### config.mk
export PLATFORM = sky130hd
export DESIGN_NAME = uart_rx_fsm
export DESIGN_NICKNAME = d
export VERILOG_FILES = /design/src/rtl/uart_pkg.sv /design/src/rtl/rx_data_reg.sv /design/src/rtl/uart_rx_fsm.sv
export SDC_FILE = /design/constraint.sdc
export NUM_CORES = 1
export LEC_CHECK = 0
export ABC_AREA = 1
export ABC_CLOCK_PERIOD_IN_PS = 2000
export CORE_ASPECT_RATIO = 0.9
export CORE_UTILIZATION = 50
export CTS_CLUSTER_DIAMETER = 60
export DETAILED_ROUTE_END_ITERATION = 10
export PLACE_DENSITY = 0.72
export SETUP_SLACK_MARGIN = 0.4
export SKIP_CTS_REPAIR_TIMING = 1
export SLEW_MARGIN = 10
export SYNTH_ARGS = -nofsm -noshare
export SYNTH_HDL_FRONTEND = slang
export SYNTH_SLANG_ARGS = --single-unit
export TNS_END_PERCENT = 30
### constraint.sdc
create_clock -name i_clk -period 2 [get_ports i_clk]
set_clock_uncertainty 0.05 [all_clocks]
set_input_delay 0.6 -clock i_clk [delete_from_list [all_inputs] [get_ports i_clk]]
set_output_delay 0.6 -clock i_clk [all_outputs]
set_load 0.05 [all_outputs]
### src/rtl/uart_pkg.sv
// Shared UART definitions: receiver state encoding, frame width and bit-timing constants.
package uart_pkg;

    typedef enum logic [1:0] {
        IDLE  = 2'd0,
        START = 2'd1,
        DATA  = 2'd2,
        STOP  = 2'd3
    } rx_state_e;

    localparam int D_WIDTH_DEF      = 8;
    localparam int CLK_HZ           = 100_000_000;
    localparam int BAUD             = 6_250_000;
    localparam int CLKS_PER_BIT_DEF = CLK_HZ / BAUD;

    // Counter value at the centre of the start bit.
    function automatic int half_bit(input int cpb);
        return (cpb - 1) / 2;
    endfunction

endpackage

### src/rtl/rx_data_reg.sv
// Holding register for the received byte; loads only on a good stop bit.
module rx_data_reg
    import uart_pkg::*;
#(
    parameter int D_WIDTH = D_WIDTH_DEF
) (
    input  logic               i_clk,
    input  logic               i_rst,
    input  logic               i_enable,
    input  logic [D_WIDTH-1:0] i_data,
    output logic [D_WIDTH-1:0] o_data
);

    logic [D_WIDTH-1:0] r_data;

    always_ff @(posedge i_clk) begin
        if (!i_rst)
            r_data <= '0;
        else if (i_enable)
            r_data <= i_data;
    end

    assign o_data = r_data;

endmodule

### src/rtl/uart_rx_fsm.sv
// 8N1 UART receiver: synchronised line, edge-armed start detection, mid-bit sampling,
// one-cycle valid / frame-error strobes and a held output byte.
module uart_rx_fsm
    import uart_pkg::*;
#(
    parameter int CLKS_PER_BIT = CLKS_PER_BIT_DEF,
    parameter int D_WIDTH      = D_WIDTH_DEF
) (
    input  logic               i_clk,
    input  logic               i_rst,
    input  logic               i_rx,
    output logic [D_WIDTH-1:0] o_data,
    output logic               o_valid,
    output logic               o_frame_err,
    output logic               o_busy
);

    localparam int CW = $clog2(CLKS_PER_BIT);
    localparam int IW = (D_WIDTH > 1) ? $clog2(D_WIDTH) : 1;

    localparam logic [CW-1:0] HALF     = CW'(half_bit(CLKS_PER_BIT));
    localparam logic [CW-1:0] LAST     = CW'(CLKS_PER_BIT - 1);
    localparam logic [IW-1:0] IDX_LAST = IW'(D_WIDTH - 1);

    logic               r_sync1;
    logic               r_rx_s;
    logic               r_rx_d;
    logic               w_fall;

    rx_state_e          r_state;
    rx_state_e          w_state_nxt;
    logic [CW-1:0]      r_clk_cnt;
    logic [CW-1:0]      w_clk_cnt_nxt;
    logic [IW-1:0]      r_bit_idx;
    logic [IW-1:0]      w_bit_idx_nxt;
    logic [D_WIDTH-1:0] r_shift;
    logic               w_sample;
    logic               w_good;
    logic               w_ferr;
    logic               r_valid;
    logic               r_frame_err;

    // Flops preset to 1 so a line that is idle at reset release is not seen as a start edge.
    always_ff @(posedge i_clk) begin
        if (!i_rst) begin
            r_sync1 <= 1'b1;
            r_rx_s  <= 1'b1;
            r_rx_d  <= 1'b1;
        end else begin
            r_sync1 <= i_rx;
            r_rx_s  <= r_sync1;
            r_rx_d  <= r_rx_s;
        end
    end

    assign w_fall = r_rx_d & ~r_rx_s;

    always_ff @(posedge i_clk) begin
        if (!i_rst) begin
            r_state     <= IDLE;
            r_clk_cnt   <= '0;
            r_bit_idx   <= '0;
            r_shift     <= '0;
            r_valid     <= 1'b0;
            r_frame_err <= 1'b0;
        end else begin
            r_state     <= w_state_nxt;
            r_clk_cnt   <= w_clk_cnt_nxt;
            r_bit_idx   <= w_bit_idx_nxt;
            if (w_sample)
                r_shift[r_bit_idx] <= r_rx_s;
            r_valid     <= w_good;
            r_frame_err <= w_ferr;
        end
    end

    always_comb begin
        w_state_nxt   = r_state;
        w_clk_cnt_nxt = r_clk_cnt + CW'(1);
        w_bit_idx_nxt = r_bit_idx;
        w_sample      = 1'b0;
        w_good        = 1'b0;
        w_ferr        = 1'b0;
        case (r_state)
            IDLE: begin
                w_clk_cnt_nxt = '0;
                if (w_fall)
                    w_state_nxt = START;
            end
            START: begin
                if (r_clk_cnt == HALF) begin
                    w_state_nxt   = r_rx_s ? IDLE : DATA;
                    w_bit_idx_nxt = '0;
                end
            end
            DATA: begin
                if (r_clk_cnt == LAST) begin
                    w_sample      = 1'b1;
                    w_clk_cnt_nxt = '0;
                    if (r_bit_idx == IDX_LAST)
                        w_state_nxt = STOP;
                    else
                        w_bit_idx_nxt = r_bit_idx + IW'(1);
                end
            end
            STOP: begin
                // Leave at mid-stop so the next start edge is never missed.
                if (r_clk_cnt == LAST) begin
                    w_state_nxt = IDLE;
                    w_good      = r_rx_s;
                    w_ferr      = ~r_rx_s;
                end
            end
            default: w_state_nxt = IDLE;
        endcase
        if (w_state_nxt != r_state)
            w_clk_cnt_nxt = '0;
    end

    rx_data_reg #(
        .D_WIDTH (D_WIDTH)
    ) u_data_reg (
        .i_clk    (i_clk),
        .i_rst    (i_rst),
        .i_enable (w_good),
        .i_data   (r_shift),
        .o_data   (o_data)
    );

    assign o_valid     = r_valid;
    assign o_frame_err = r_frame_err;
    assign o_busy      = (r_state != IDLE);

endmodule

==> flow_summary.yaml <==
sta:
  tightest_slew_ns: 0.325
  max_freq_mhz: 593
  tns_ns: 0
  period_minus_slack_ns: 1.69
  setup_ws_ns: 0.314
  min_period_over_period: 0.843
  finalSetupViolCount: 0
  final_hold_viol_count: 0
  finalMaxSlewViolations: 0
  slew_headroom: 0.783
  grt_setup_unrepaired: "yes"
synthesis:
  syn_area_mm2: 0.00131
  synth_area_leaders: "dfxtp_1 46%, nand2_1 7.8%, nor2_1 6.6%, inv_1 6.0%, a21oi_1 5.0%"
  synth_top_area_share: 0.459
  synth_nets: 175
  synth_enable_flop_cells: 0
  ys_seq_area_frac: 0.459
  syn_inst: 169
  yosysUniqueCellTypes: 23
  ys.flop_type: "dfxtp_1"
  ys_top_cells_by_count: "30 x dfxtp_1, 27 x nand2_1, 23 x nor2_1, 21 x inv_1"
  syn_avg_cell_area_um2: 7.74
  yosysTopAreaCell: "dfxtp_1"
  ys_warn_count: 0
  async_flop_share: 0
  yosysMostFrequentCell: "dfxtp_1"
  synth_seq_cells: 30
run:
  maxCapViolCount: 0
routing:
  num_vias: 1108
  drtAntennaViolNets: 0
  wirelength_um: 2460
  drtIter0Drc: 21
  dr.pass1.iters: 4
  remaining_drc_errors: 0
  vias_per_cell: 5.04
  routedWlPerCell_um: 11.2
floorplanning:
  start_util: 0.530
  placementRows: 17
  die_w_um: 55.9
  dieArea_mm2: 0.00282
  num_io_pins: 14
  core_area_mm2: 0.00247
  dieHeight_um: 50.5
worst_setup_path:
  crit_start: "r_state[1]"
  timing.rr.end: "u_data_reg.o_data[2]"
  rr_worst_depth: 8
  crit_path_max_fanout: 5
  crit_type: "flip-flop to output port"
  reg2reg_from: "r_clk_cnt[1]"
  start_kind: "flip-flop"
  endpoint_kind: "output port"
  arrival_ns: 1.04
  r2r_slack_ns: 0.52
  crit_required_ns: 1.35
cells_and_area:
  nFillCells: 233
  seq_area_um2: 613
  final_nets: 197
  instances_no_fill: 220
  multi_input_area_um2: 624
  antenna_cells: 0
  drive_gt1_frac: 0.260
  synthToLayoutAreaGrowth_pct: 19.6
placed_design:
  port_buffers: 13
  place_congestion: 0.801
  post-dp-hpwl_um: 1730
  dp_cells: 209
  dp_slack_ns: 0.183
cts:
  path_clk_slew_ns: 0.09
  cts_tree: "done"
  clk_latency_ns: 0.32
  clockBufferDepth: 2
  cts-root-buf: "clkbuf_4"
  h-tree-depth: 2
  cts_made_buffers: 5
  cts_sinks: 30
worst_hold_path:
  min_from: "r_sync1"
  hold_end: "r_rx_s"
  whs_path_depth: 1
  hold_class: "flip-flop to flip-flop"
global_routing:
  grt_use_met3: 0.0541
  track_usage: 0.192
  grt_pass1_vias: 981
  grt_first_pass_wirelength_um: 4170
  antenna_found_initial: 0
  met1_usage: 0.249
  overflow: 0
  grt_start_max_net_pins: 15
  grt_use_met2: 0.299
  top_usage_layer: "met2"
pwr:
  vdd_drop_max_mv: 0.470
  pwr_density_cell_mw_per_mm2: 678
  p_leak_nw: 0.688
run_status:
  status: "finished clean"
power breakdown:
part / total (mW) / switching (mW) / internal [mW]
combinational: 0.0791 / 0.0461 / 0.0330
sequential: 0.612 / 0.00957 / 0.603
clock: 0.370 / 0.199 / 0.170
total: 1.06 / 0.255 / 0.806
cells in the final DEF (no fill, tap or decap):
cell              n
nand2_1          27
dfxtp_1          26
nor2_1           22
inv_1            19
buf_4            15
o21ai_1          13
a21oi_1          13
nand3_1           8
nor2_4            5
clkbuf_4          5
nand2_2           4
nor2_2            4
nor3_1            3
o21ai_0           3
dfxtp_4           3
inv_2             2
a21oi_2           2
nand4_1           2
or2_2             2
ha_1              2
clkdlybuf4s50_1   2
nand3_2           1
nand2_4           1
o211ai_1          1
o22ai_2           1
ha_4              1
clkinv_2          1
clkbuf_8          1
clkbuf_1          1
buf_12            1
dfxtp_2           1
area by class of cell:
type / instances / share of cell area
multi-input cells: 115 / 0.399
clock buffers: 7 / 0.0352
inverters: 21 / 0.0504
flip-flops and latches: 30 / 0.392
repair buffers: 18 / 0.0976
clock inverters: 1 / 0.00320
well taps: 28 / 0.0224
stage by stage:
stage	cell area, µm²	hold slack (ns)	power (mW)	util
after CTS	1510	0.378	1.06	0.612
after floorplan	1310	0.343	0.672	-
after detailed placement	1450	0.357	0.696	0.587
final	1560	0.375	1.06	0.634
after global placement	1450	0.347	0.695	0.587
after global routing	1560	0.393	1.11	0.634
state kept, by name, summed over array words and instances (netlist names):
name	flops
r_shift	8
u_data_reg.o_data	8
r_clk_cnt	4
r_bit_idx	3
r_state	2
o_frame_err	1
o_valid	1
r_rx_d	1
r_rx_s	1
r_sync1	1
how the worst max path moves through the flow:
stage	endpoint	slack, ns	cells past startpoint
finish	o_busy	0.31	3
global route	o_busy	0.27	3
CTS	o_busy	0.15	3
detailed placement	r_sync1	0.18	3
global placement	r_sync1	0.20	3
floorplan	o_busy	0.59	2
critical path, cell delays in order, from the launching register on:
cell and delay (ns):
dfxtp_4 0.38, nor2_4 0.14, inv_2 0.06, buf_12 0.14
cell families after synthesis:
| group | Yosys count | share of synthesized area |
|---|---|---|
| adder cells (fa/ha/maj) | 3 | 0.0287 |
| flip-flops | 30 | 0.459 |
| AO/OA/AOI/OAI | 33 | 0.140 |
| buffers and inverters | 24 | 0.0785 |
| AND/OR/NAND/NOR | 79 | 0.294 |
layer usage:
layer | routed length, µm | share of wire
met5 | 0 | 0
met4 | 40 | 0.016
met3 | 87 | 0.035
met2 | 1150 | 0.47
met1 | 1180 | 0.48
Note: power is estimated with default switching activity, not from simulation.
